==> src/rtl/alu_cmd_sequencer.sv <==
// Command FIFO and two-state sequencer that drives an external 32-bit ALU and
// writes its result back into an accumulator, one command every two cycles.
module alu_cmd_sequencer #(
  parameter int FIFO_DEPTH = 4,
  parameter int PTR_W      = 2
) (
  input  logic        clk,
  input  logic        rst_n,
  input  logic        cmd_valid,
  output logic        cmd_ready,
  input  logic [3:0]  cmd_op,
  input  logic [31:0] cmd_data,
  input  logic        cmd_clear,
  output logic [31:0] alu_op1,
  output logic [31:0] alu_op2,
  output logic [3:0]  alu_opcode,
  input  logic [31:0] alu_result,
  input  logic        alu_zero,
  output logic [31:0] acc,
  output logic        acc_zero,
  output logic        busy,
  output logic        done,
  output logic        err
);

  typedef enum logic {IDLE, EXEC} state_t;

  typedef struct packed {
    logic        clear;
    logic [3:0]  op;
    logic [31:0] data;
  } cmd_t;

  localparam logic [PTR_W:0] FULL = (PTR_W+1)'(FIFO_DEPTH);

  cmd_t             mem [FIFO_DEPTH];
  cmd_t             head;
  logic [PTR_W-1:0] wr_ptr, rd_ptr;
  logic [PTR_W:0]   count;
  state_t           state, state_nxt;
  logic             push, pop;
  logic             exec_clear;

  function automatic logic is_legal(input logic [3:0] op);
    case (op)
      4'b0000, 4'b0001, 4'b0010, 4'b0110, 4'b0111,
      4'b1000, 4'b1001, 4'b1010, 4'b1101: is_legal = 1'b1;
      default:                            is_legal = 1'b0;
    endcase
  endfunction

  assign cmd_ready = (count != FULL);
  assign push      = cmd_valid && cmd_ready;
  assign head      = mem[rd_ptr];

  // NOTE: the storage array has no reset; count guards every read, so stale
  // entries are never observed and the array can map onto plain flops/RAM.
  always_ff @(posedge clk) begin
    if (push) mem[wr_ptr] <= '{clear: cmd_clear, op: cmd_op, data: cmd_data};
  end

  // NOTE: sequential state uses non-blocking assignments only, so every
  // register samples the pre-edge values of the others.
  always_ff @(posedge clk or negedge rst_n) begin
    if (!rst_n) begin
      wr_ptr <= '0;
      rd_ptr <= '0;
      count  <= '0;
    end else begin
      if (push) wr_ptr <= wr_ptr + PTR_W'(1);
      if (pop)  rd_ptr <= rd_ptr + PTR_W'(1);
      case ({push, pop})
        2'b10:   count <= count + (PTR_W+1)'(1);
        2'b01:   count <= count - (PTR_W+1)'(1);
        default: count <= count;
      endcase
    end
  end

  // State register
  always_ff @(posedge clk or negedge rst_n) begin
    if (!rst_n) state <= IDLE;
    else        state <= state_nxt;
  end

  // NOTE: every combinational output gets a default first, so no path can
  // leave it unassigned and infer a latch.
  always_comb begin
    state_nxt = state;
    case (state)
      IDLE:    if (count != '0) state_nxt = EXEC;
      EXEC:    state_nxt = IDLE;
      default: state_nxt = IDLE;
    endcase
  end

  always_comb begin
    pop  = 1'b0;
    busy = 1'b0;
    pop  = (state == IDLE) && (count != '0);
    busy = (state != IDLE) || (count != '0);
  end

  // Operand launch on pop, result write-back at the end of EXEC.
  always_ff @(posedge clk or negedge rst_n) begin
    if (!rst_n) begin
      alu_op1    <= '0;
      alu_op2    <= '0;
      alu_opcode <= 4'b0000;
      exec_clear <= 1'b0;
      acc        <= '0;
      acc_zero   <= 1'b1;
      err        <= 1'b0;
      done       <= 1'b0;
    end else begin
      done <= 1'b0;
      if (pop) begin
        alu_op1    <= acc;
        alu_op2    <= head.data;
        alu_opcode <= head.clear ? 4'b0000 : head.op;
        exec_clear <= head.clear;
      end
      if (state == EXEC) begin
        done <= 1'b1;
        if (exec_clear) begin
          acc      <= '0;
          acc_zero <= 1'b1;
          err      <= 1'b0;
        end else if (is_legal(alu_opcode)) begin
          acc      <= alu_result;
          acc_zero <= alu_zero;
        end else begin
          err      <= 1'b1;
        end
      end
    end
  end

endmodule
==> config.mk <==
export PLATFORM = sky130hd
export DESIGN_NAME = alu_cmd_sequencer
export DESIGN_NICKNAME = d
export VERILOG_FILES = /design/src/rtl/alu_cmd_sequencer.sv
export SDC_FILE = /design/constraint.sdc
export NUM_CORES = 1
export LEC_CHECK = 0
export BUFFER_PORTS_ARGS = -buffer_cell sky130_fd_sc_hd__buf_4
export CORE_AREA = 2 2 165 167
export CTS_CLUSTER_SIZE = 16
export DETAILED_ROUTE_END_ITERATION = 12
export DIE_AREA = 0 0 167 169
export GPL_TIMING_DRIVEN = 1
export PLACE_DENSITY_LB_ADDON = 0.1
export REMOVE_ABC_BUFFERS = 1
export SETUP_SLACK_MARGIN = 0.15
export SYNTH_ARGS = -nofsm -noshare
export SYNTH_HDL_FRONTEND = slang
export SYNTH_SLANG_ARGS = --single-unit
export TNS_END_PERCENT = 100
==> constraint.sdc <==
create_clock -name clk -period 4.09 [get_ports clk]
set_input_delay 0.818 -clock clk [delete_from_list [all_inputs] [get_ports clk]]
set_output_delay 0.818 -clock clk [all_outputs]
set_load 0.02 [all_outputs]
==> run summary, run 1 <==
Crit. End Element = output pin
Gr ovfl total = 0
Endpoints failing hold = 0
Period utilization = 62.8%
Ys async rst share = 43.1%
Worst Clk Skew = 0.00917 ns
# port buffers = 177
Cts repair resizes = 0
Reg2reg setup slack = 1.79 ns
Pwr/cell area = 803 nW/µm²
FF-to-FF Start = count[0]
H-tree depth = 1
Final slew viol count = 0
Area of the multi-input gates = 2950 µm²
Hold/Removal Path Class = primary input to asynchronous set/reset pin
Yosys reg bits = 260
First-pass GRT wire length = 35900 µm
Final worst setup slack = 1.52 ns
Die width = 167 µm
Max incr delay on CP = 0.51 ns
Final wirelength = 22800 µm
Reg2reg path depth = 9
TritonCTS clock tree = done
Dominant cell type by area after synthesis = edfxtp_1
Ports = 178
Crit path launch type = flop
CP Max Fanout = 3
Hpwl dp = 13900 µm
First-pass iteration count of the detailed router = 4
Placed inst area = 12100 µm²
CTS Root Cell = clkbuf_16
Layout cells sized above 1 = 43.8%
CP top delay family = simple AND/OR/NAND/NOR gates
DRC = 0
Worst Path Required = 3.27 ns
Post-synth EDFFs = 148
Die height = 169 µm
Post-Synthesis Cell Area = 10400 µm²
Critical Path AT = 1.75 ns
# Max-Cap Violations = 0
Number of inserted diodes = 0
Total clock buffers created by CTS = 27
Rel. slew slack = 25.9%
Outcome = finished clean
Number of distinct library cells after synthesis = 40
Most frequent cell after synthesis = edfxtp_1
Largest net degree at the start of global routing = 72
Die Area = 28200 µm²
CP cell instances = nor3_1, nand2b_1, buf_4
Post-route minimum period = 2.57 ns
Crit Path Category = flop to output pin
Fin Hold WS = 0.358 ns
Least-Margin Pin Slew = 1.11 ns
Worst path depth = 3
CTS Sinks = 260
Vias in the first global route = 6269
Fmax = 0.389 GHz
Fill cell count = 2284
Placed cell count = 1056
Post-synthesis sequential area ratio = 69.6%
Syn. warnings = 0
Worst-case clock buffer depth = 3
RSZ-0062 raised after global routing = false
Top post-synthesis cells by count = edfxtp_1 (148), dfrtp_1 (111), mux2_2 (49)
Final Instance Count excl. Fillers = 1105
Final Cell Area = 12900 µm²
Dpl ws = 1.72 ns
R2r endpoint = count[2]
Antenna violations before repair = 1
Setup repair bufs after CTS = 0
Static Leak = 5.24 nW
Clock slew at reported path FFs = 0.06 ns
Ys flop type = edfxtp_1
Via count = 5810
Slowest CP cell = nor3_1
Cells after Synth = 566
Synth area leaders = edfxtp_1 (43%), dfrtp_1 (27%), mux4_2 (6.7%)
Worst Path Buf+Inv = 1
Gr usage total = 16.1%
Synth top area share = 42.6%
Post-DR wirelength/cell = 20.6 µm
Reg area = 7250 µm²
Synth Area per Inst = 18.4 µm²
Starting DRT DRC Count = 279
Routability cong. = 0.737
Later-pin clock latency in the skew report = 0.53 ns
Final Setup Violations = 0
Via-to-Cell Ratio = 5.26
Site Rows = 60
ANT nets after route = 0
Layout overhead on the synthesized area = 24.0%
Nets@finish = 823
Starting density of the core = 39.3%
# hold bufs at CTS = 0
Total core area = 26500 µm²
Worst vdd ir = 0.442 mV
==> layer usage <==
| metal | vias to the layer above | part of all wire, % | GRT usage (%) |
|---|---|---|---|
| li1 | 2602 | - | - |
| met3 | 33 | 6.4 | 3.58 |
| met1 | 3004 | 44 | 21.4 |
| met4 | 2 | 1.9 | 4.35 |
| met5 | - | 0.070 | 0 |
| met2 | 169 | 48 | 27.0 |
==> worst max-delay path by stage <==
stage            endpoint  slack, ns      start
3_5_place_dp   alu_op2[7]       1.72  rd_ptr[0]
3_3_place_gp   alu_op2[8]       1.75  rd_ptr[0]
4_1_cts              busy       1.48   count[2]
5_1_grt              busy       1.42   count[2]
2_1_floorplan    count[2]      -0.32      state
6_report             busy       1.52   count[2]
==> power by group <==
part | internal, W | switching (W)
Combinational | 0.00192 | 0.00192
Sequential | 0.00361 | 0.000580
Clock | 0.00139 | 0.000960
==> metrics by stage <==
step | utilization, % | TNS (ns) | power (W)
6_report | 48.8 | 0 | 0.0104
5_1_grt | 48.8 | 0 | 0.0110
4_1_cts | 48.8 | 0 | 0.0106
3_5_place_dp | 45.6 | 0 | 0.00817
3_3_place_gp | 45.6 | 0 | 0.00805
2_1_floorplan | - | -0.465 | 0.00665
==> layout by cell type (no fill, tap or decap), types with 2 or more instances in the layout <==
cell / synthesis / final
a2111oi_0: 2 / 2
inv_1: 10 / 10
xnor2_1: 2 / 2
clkbuf_1: 15 / 10
dfrtp_2: 0 / 2
and3_2: 0 / 4
dfrtp_1: 111 / 109
a311o_1: 20 / 20
clkinv_1: 0 / 3
and2_1: 2 / 2
clkbuf_16: 0 / 27
o2111a_1: 19 / 19
mux2_4: 21 / 21
clkbuf_8: 0 / 3
nor2b_1: 24 / 24
edfxtp_1: 148 / 148
nand2_1: 13 / 13
o311ai_0: 12 / 12
bufinv_16: 0 / 2
mux2_2: 49 / 49
clkinv_2: 0 / 4
xor2_1: 4 / 4
mux4_2: 31 / 31
ha_1: 5 / 5
buf_4: 0 / 188
nand2b_1: 13 / 13
mux4_1: 6 / 6
nor2_1: 3 / 3
o2111ai_1: 12 / 12
==> cells by family (layout without fill, tap and decap cells) <==
logic type / Yosys count / count (layout) / share of synthesized area (%)
flops: 260 / 260 / 69.6
mux: 108 / 108 / 16.6
compound gates: 72 / 72 / 6.65
simple gates: 65 / 65 / 3.58
buf+inv: 49 / 247 / 2.29
fa+ha+maj: 6 / 6 / 0.792
xor+xnor: 6 / 6 / 0.504
==> flip-flops by register name, indices dropped and copies added (netlist names) <==
register and count:
acc 32, acc_zero 1, alu_op2 32, state 1, done 1, alu_opcode 4
mem 148, exec_clear 1, err 1, rd_ptr 2, count 3, alu_op1 32
wr_ptr 2
==> worst register-to-register path: stages, from the launching register on <==
cell and delay (ns):
dfrtp_1 0.42, or3b_1 0.45, and2_1 0.23, inv_1 0.07
ha_1 0.17, inv_1 0.06, fa_1 0.38, xor2_1 0.15
nor2_1 0.11, xor2_1 0.18
==> layout make-up <==
class	count	area share, %
sequential	260	56.1
multi-input combinational	257	22.8
timing repair buffer	188	10.9
clock buffer	40	5.84
tap	341	3.30
clock inverter	9	0.707
inverter	10	0.291
Note: power is estimated with default switching activity, not from simulation.
==> run 2, diff against run 1 <==
- clock period: 4.09 -> 2.4 ns (I/O delays scaled with it)
==> run 2 against run 1 <==
Against the previous run:
- clock power is 83% higher
- critical endpoint is now count[2]
- clock skew is 0.011 ns higher
- combinational power is 81% higher
- via count is 0.74% higher
- cell count is 1.7% higher
- sequential share of layout area is 1.3 points lower
- sequential power is 66% higher
- register-to-register slack worse by 1.5 ns
- first-iteration DRC count is 8.2% lower
- routed wire length is 0.39% lower
==> run summary, run 2 (synthesis results as in run 1) <==
Gr ovfl total = 0 (unchanged)
Crit. End Element = flop
Reg2reg setup slack = 0.25 ns (-1.54 ns)
Critical Path AT = 2.58 ns (+0.83 ns)
Ports = 178 (unchanged)
Total power = 0.0182 W (+75%)
Total core area = 26500 µm² (unchanged)
Pwr/cell area = 1380 nW/µm² (+71%)
CP Max Fanout = 6 (+3)
Fmax = 0.466 GHz
Fin Hold WS = 0.147 ns (-0.211 ns)
Number of inserted diodes = 0 (unchanged)
Period utilization = 89.4%
Via-to-Cell Ratio = 5.21 (-0.96%)
Least-Margin Pin Slew = 0.897 ns (-0.215 ns)
Max reg flops = 148 (unchanged)
Hold/Removal Path Class = primary input to flop
Worst Clk Skew = 0.0206 ns (+0.0114 ns)
Routability cong. = 0.699 (-5.1%)
Vias in the first global route = 6279 (+0.16%)
Reg2reg path depth = 9 (unchanged)
Rel. slew slack = 40.2% (+14 points)
Slowest CP cell = or3b_4
Commonest cells after routing, fill and taps aside = buf_4 (196), edfxtp_1 (148), dfrtp_1 (108), mux2_2 (49), mux4_2 (31)
Clock slew at reported path FFs = 0.06 ns (about the same)
CP cell instances = or3b_4, and2_4, inv_1, ha_2, inv_1, fa_2, xor2_1, nor2_1, xor2_1
R2r endpoint = count[2]
Die height = 169 µm (unchanged)
Max incr delay on CP = 0.43 ns (-0.08 ns)
Final Setup Violations = 0 (unchanged)
Final Cell Area = 13200 µm² (+2.4%)
Antenna violations before repair = 0 (-1)
Via count = 5853 (+0.74%)
CTS Root Cell = clkbuf_16
First-pass GRT wire length = 35700 µm (-0.52%)
Outcome = finished clean
Reg area = 7250 µm² (about the same)
# Max-Cap Violations = 0 (unchanged)
Crit path launch type = flop
Worst Path Required = 2.83 ns (-0.44 ns)
Layout overhead on the synthesized area = 27.0%
RSZ-0062 raised after global routing = false
Static Leak = 5.39 nW (+2.9%)
Fill cell count = 2231 (-2.3%)
Worst vdd ir = 0.893 mV (+100%)
Hold Crit Start = cmd_data[18]
CTS Sinks = 260 (unchanged)
Final wirelength = 22700 µm (-0.39%)
Worst-case clock buffer depth = 3 (unchanged)
Endpoints failing hold = 0 (unchanged)
Starting DRT DRC Count = 256 (-8.2%)
Post-route minimum period = 2.15 ns
Largest net degree at the start of global routing = 47 (-35%)
Starting density of the core = 39.3% (unchanged)
Hold Path End = mem[0][18]
H-tree depth = 1 (unchanged)
Placed inst area = 12300 µm² (+1.5%)
TritonCTS clock tree = done
Site Rows = 60 (unchanged)
Crit Path Category = flop to flop
Worst hold stages = 1
Largest register by flop count = mem
Commonest non-fill, non-tap cell in the layout = buf_4
# port buffers = 177 (unchanged)
ANT nets after route = 0 (unchanged)
Hpwl dp = 14300 µm (+2.6%)
DRC = 0 (unchanged)
Crit path from = count[0]
Total clock buffers created by CTS = 28 (+3.7%)
Later-pin clock latency in the skew report = 0.53 ns (about the same)
Nets@finish = 840 (+2.1%)
Layout cells sized above 1 = 46.1% (+2.3 points)
FF-to-FF Start = count[0]
Die width = 167 µm (unchanged)
Gr usage total = 16.0% (-0.13 points)
Post-DR wirelength/cell = 20.2 µm (-2.1%)
Final slew viol count = 0 (unchanged)
First-pass iteration count of the detailed router = 4 (unchanged)
Area of the multi-input gates = 2960 µm² (+0.34%)
Die Area = 28200 µm² (unchanged)
-- run 2: cell types whose count changed in the layout (fill, tap and decap cells not counted), sizes merged --
| cell | delta |
|---|---|
| clkbuf | -4 |
| clkinvlp | +1 |
| inv | +1 |
| dlygate4sd3 | +1 |
| clkinv | +4 |
| buf | +15 |
| bufinv | +1 |
-- run 2: per-stage QoR --
step                      setup TNS [ns]  cells  setup WS, ns  util [%]
final                                  0   1124         0.255      49.9
after global routing                   0   1124         0.167      49.9
after CTS                              0   1124         0.160      49.9
after detailed placement               0   1070         0.100      46.2
after global placement                 0   1070         0.210      46.2
after floorplan                  -103.29    527         -2.01         -
-- run 2: metal layers --
layer  up-vias  routed length, µm  GRT usage, %
li1       2651                  -             -
met1      3006              10200          21.9
met2       170              10700          26.2
met3        26               1500          3.81
met4         0                314          3.37
met5         -                  0             0
-- run 2: area by class of cell --
| cell class | instances | share of cell area (%) |
|---|---|---|
| multi-input combinational | 257 | 22.4 |
| timing repair buffer | 204 | 12.2 |
| sequential | 260 | 54.8 |
| inverter | 10 | 0.284 |
| clock buffer | 36 | 5.91 |
| tap | 341 | 3.22 |
| clock inverter | 16 | 1.19 |
-- run 2: repair_timing --
action,4_1_cts,5_1_grt
buffers inserted,1,0
hold endpoints to repair,31,0
endpoints found under the setup margin,2,2
hold buffers,1,0
pin swaps,0,3
resized for setup,2,6
gates cloned,0,0
-- run 2: power breakdown --
group          leakage, nW  switching (W)  internal (W)
Clock                0.460        0.00169       0.00261
Sequential            2.75       0.000829       0.00614
Combinational         2.18        0.00346       0.00347
-- run 2: worst max path at each step --
stage	to	slack, ns	depth (start not counted)
after detailed placement	count[2]	0.10	9
after CTS	count[2]	0.16	9
final	count[2]	0.25	9
after global placement	count[2]	0.21	9
after global routing	count[2]	0.17	9
after floorplan	count[2]	-2.01	7
-- run 2: worst max-delay path, delay by kind of cell, from the launching register on --
| kind | cells | cell delay [ns] |
|---|---|---|
| buf+inv | 2 | 0.12 |
| flops | 1 | 0.38 |
| fa+ha+maj | 2 | 0.51 |
| xor+xnor | 2 | 0.31 |
| simple gates | 3 | 0.74 |
==> run 3, diff against run 2 <==
- CELL_PAD_IN_SITES_DETAIL_PLACEMENT: default -> 1
- CELL_PAD_IN_SITES_GLOBAL_PLACEMENT: default -> 2
==> run 3 against run 2 <==
Against the previous run:
- cell count is essentially flat
- critical path depth is the same
- register-to-register slack gained 0.02 ns
- highest routed layer unchanged
- largest power group is now combinational logic
==> run summary, run 3 (synthesis results as in run 1) <==
Least-Margin Pin Slew = 0.988 ns (+0.0910 ns)
Period utilization = 88.4% (-0.95 points)
Max reg flops = 148 (unchanged)
Ports = 178 (unchanged)
Post-route minimum period = 2.12 ns (-0.0227 ns)
Outcome = finished clean
Total power = 0.0186 W (+2.3%)
Total clock buffers created by CTS = 29 (+3.6%)
Hpwl dp = 14900 µm (+4.5%)
Final slew viol count = 0 (unchanged)
Critical Path AT = 2.57 ns (about the same)
Slowest CP cell = or3b_4
Worst Path Required = 2.85 ns (+0.02 ns)
Clock slew at reported path FFs = 0.06 ns (about the same)
Reg power frac = 37.3% (-1.0 points)
Endpoints failing hold = 0 (unchanged)
Crit Path Category = flop to flop
Commonest non-fill, non-tap cell in the layout = buf_4
Reg2reg setup slack = 0.28 ns (+0.02 ns)
Comb pwr share = 37.8% (-0.3 points)
Gr ovfl total = 0 (unchanged)
Crit path launch type = flop
# Max-Cap Violations = 0 (unchanged)
Post-DR wirelength/cell = 21.7 µm (+7.4%)
Largest register by flop count = mem
First-pass GRT wire length = 39200 µm (+9.6%)
Antenna violations before repair = 0 (unchanged)
TritonCTS clock tree = done
Rel. slew slack = 34.2% (-6.1 points)
Later-pin clock latency in the skew report = 0.53 ns (about the same)
Setup TNS = 0 ns (unchanged)
Final Core Density = 50.2% (+0.28 points)
CTS Sinks = 260 (unchanged)
Via-to-Cell Ratio = 5.27 (+1.1%)
Starting DRT DRC Count = 326 (+27%)
# port buffers = 177 (unchanged)
First-pass iteration count of the detailed router = 4 (unchanged)
Final wirelength = 24400 µm (+7.4%)
Sw Share = 33.1% (+0.29 points)
Via count = 5915 (+1.1%)
Die width = 167 µm (unchanged)
Fmax = 0.471 GHz (+1.1%)
Max incr delay on CP = 0.43 ns (about the same)
Worst vdd ir = 0.669 mV (-25%)
CP Max Fanout = 5 (-1)
H-tree depth = 1 (unchanged)
RSZ-0062 raised after global routing = false
Worst Clk Skew = 0.0117 ns (-0.00886 ns)
Clock share of power = 24.9% (+1.3 points)
Static Leak = 5.39 nW (about the same)
Crit. End Element = flop
Hold/Removal Path Class = primary input to flop
Starting density of the core = 39.3% (unchanged)
Layout cells sized above 1 = 46.7% (+0.57 points)
Number of inserted diodes = 0 (unchanged)
Placed inst area = 12200 µm² (-0.20%)
Vias in the first global route = 6623 (+5.5%)
Layout overhead on the synthesized area = 27.7%
Nets@finish = 839 (-0.12%)
Die height = 169 µm (unchanged)
Routability cong. = 0.674 (-3.6%)
ANT nets after route = 0 (unchanged)
Total core area = 26500 µm² (unchanged)
DRC = 0 (unchanged)
Final Setup Violations = 0 (unchanged)
Largest net degree at the start of global routing = 52 (+11%)
Power Internal = 0.0125 W (+1.9%)
Pwr/cell area = 1400 nW/µm² (+1.8%)
Net Sw Power = 0.00617 W (+3.2%)
CP cell instances = or3b_4, and2_4, inv_1, ha_2, inv_1, fa_2, xor2_1, nor2_1, xor2_1
Worst-case clock buffer depth = 3 (unchanged)
Final Cell Area = 13300 µm² (+0.56%)
Site Rows = 60 (unchanged)
Gr usage total = 17.7% (+1.7 points)
Commonest cells after routing, fill and taps aside = buf_4 (193), edfxtp_1 (148), dfrtp_1 (109), mux2_2 (49), mux4_2 (31)
CTS Root Cell = clkbuf_16
Die Area = 28200 µm² (unchanged)
-- run 3: what timing repair did --
action,CTS,global route
gates resized for setup,4,3
buffers inserted,1,3
hold buffers,1,0
pin swaps,0,4
endpoints found under the setup margin,2,2
endpoints found under the hold margin,30,0
-- run 3: worst paths after layout --
check,from,endpoint,cells past startpoint
min in group asynchronous,rst_n,alu_op1[8],2
worst min-delay path,cmd_data[19],mem[0][19],1
worst min register to register,alu_op2[7],alu_op2[7],1
worst max-delay path,count[0],count[2],9
max in group asynchronous,rst_n,alu_op1[31],3
worst max register to register,count[0],count[2],9
-- run 3: layout make-up --
cell class,count,area [µm²]
clock buffer,30,729
multi-input combinational,257,2960
tap,341,427
inverter,10,37.5
sequential,260,7250
clock inverter,23,284
timing repair buffer,202,1610
fill,2500,13200
-- run 3: critical path, delay by kind of cell, from the launching register on --
kind | cells | cell delay (ns)
flops | 1 | 0.40
fa+ha+maj | 2 | 0.52
xor+xnor | 2 | 0.29
simple gates | 3 | 0.71
buf+inv | 2 | 0.12
-- run 3: power by group through the flow --
stage          clock network (W)  registers, W  logic [W]
3_5_place_dp                   0       0.00706    0.00709
3_3_place_gp                   0       0.00696    0.00698
4_1_cts                  0.00476       0.00699    0.00716
5_1_grt                  0.00495       0.00716    0.00762
2_1_floorplan                  0       0.00791    0.00342
6_report                 0.00463       0.00696    0.00704
-- run 3: stage by stage --
stage | hold slack, ns | cells | setup slack, ns
global placement | 0.474 | 1065 | 0.180
finish | 0.148 | 1123 | 0.277
detailed placement | 0.497 | 1065 | 0.147
CTS | 0.123 | 1120 | 0.189
floorplan | 0.184 | 527 | -2.01
global route | 0.126 | 1123 | 0.138
-- run 3: layer usage --
metal  wire [µm]  share of wire [%]  track usage, %  vias up
li1            -                  -               -     2637
met1       11100                 45            24.7     3081
met2       11700                 48            29.4      167
met3        1240                5.1            3.16       30
met4         340                1.4            3.56        0
met5           0                  0               0        -
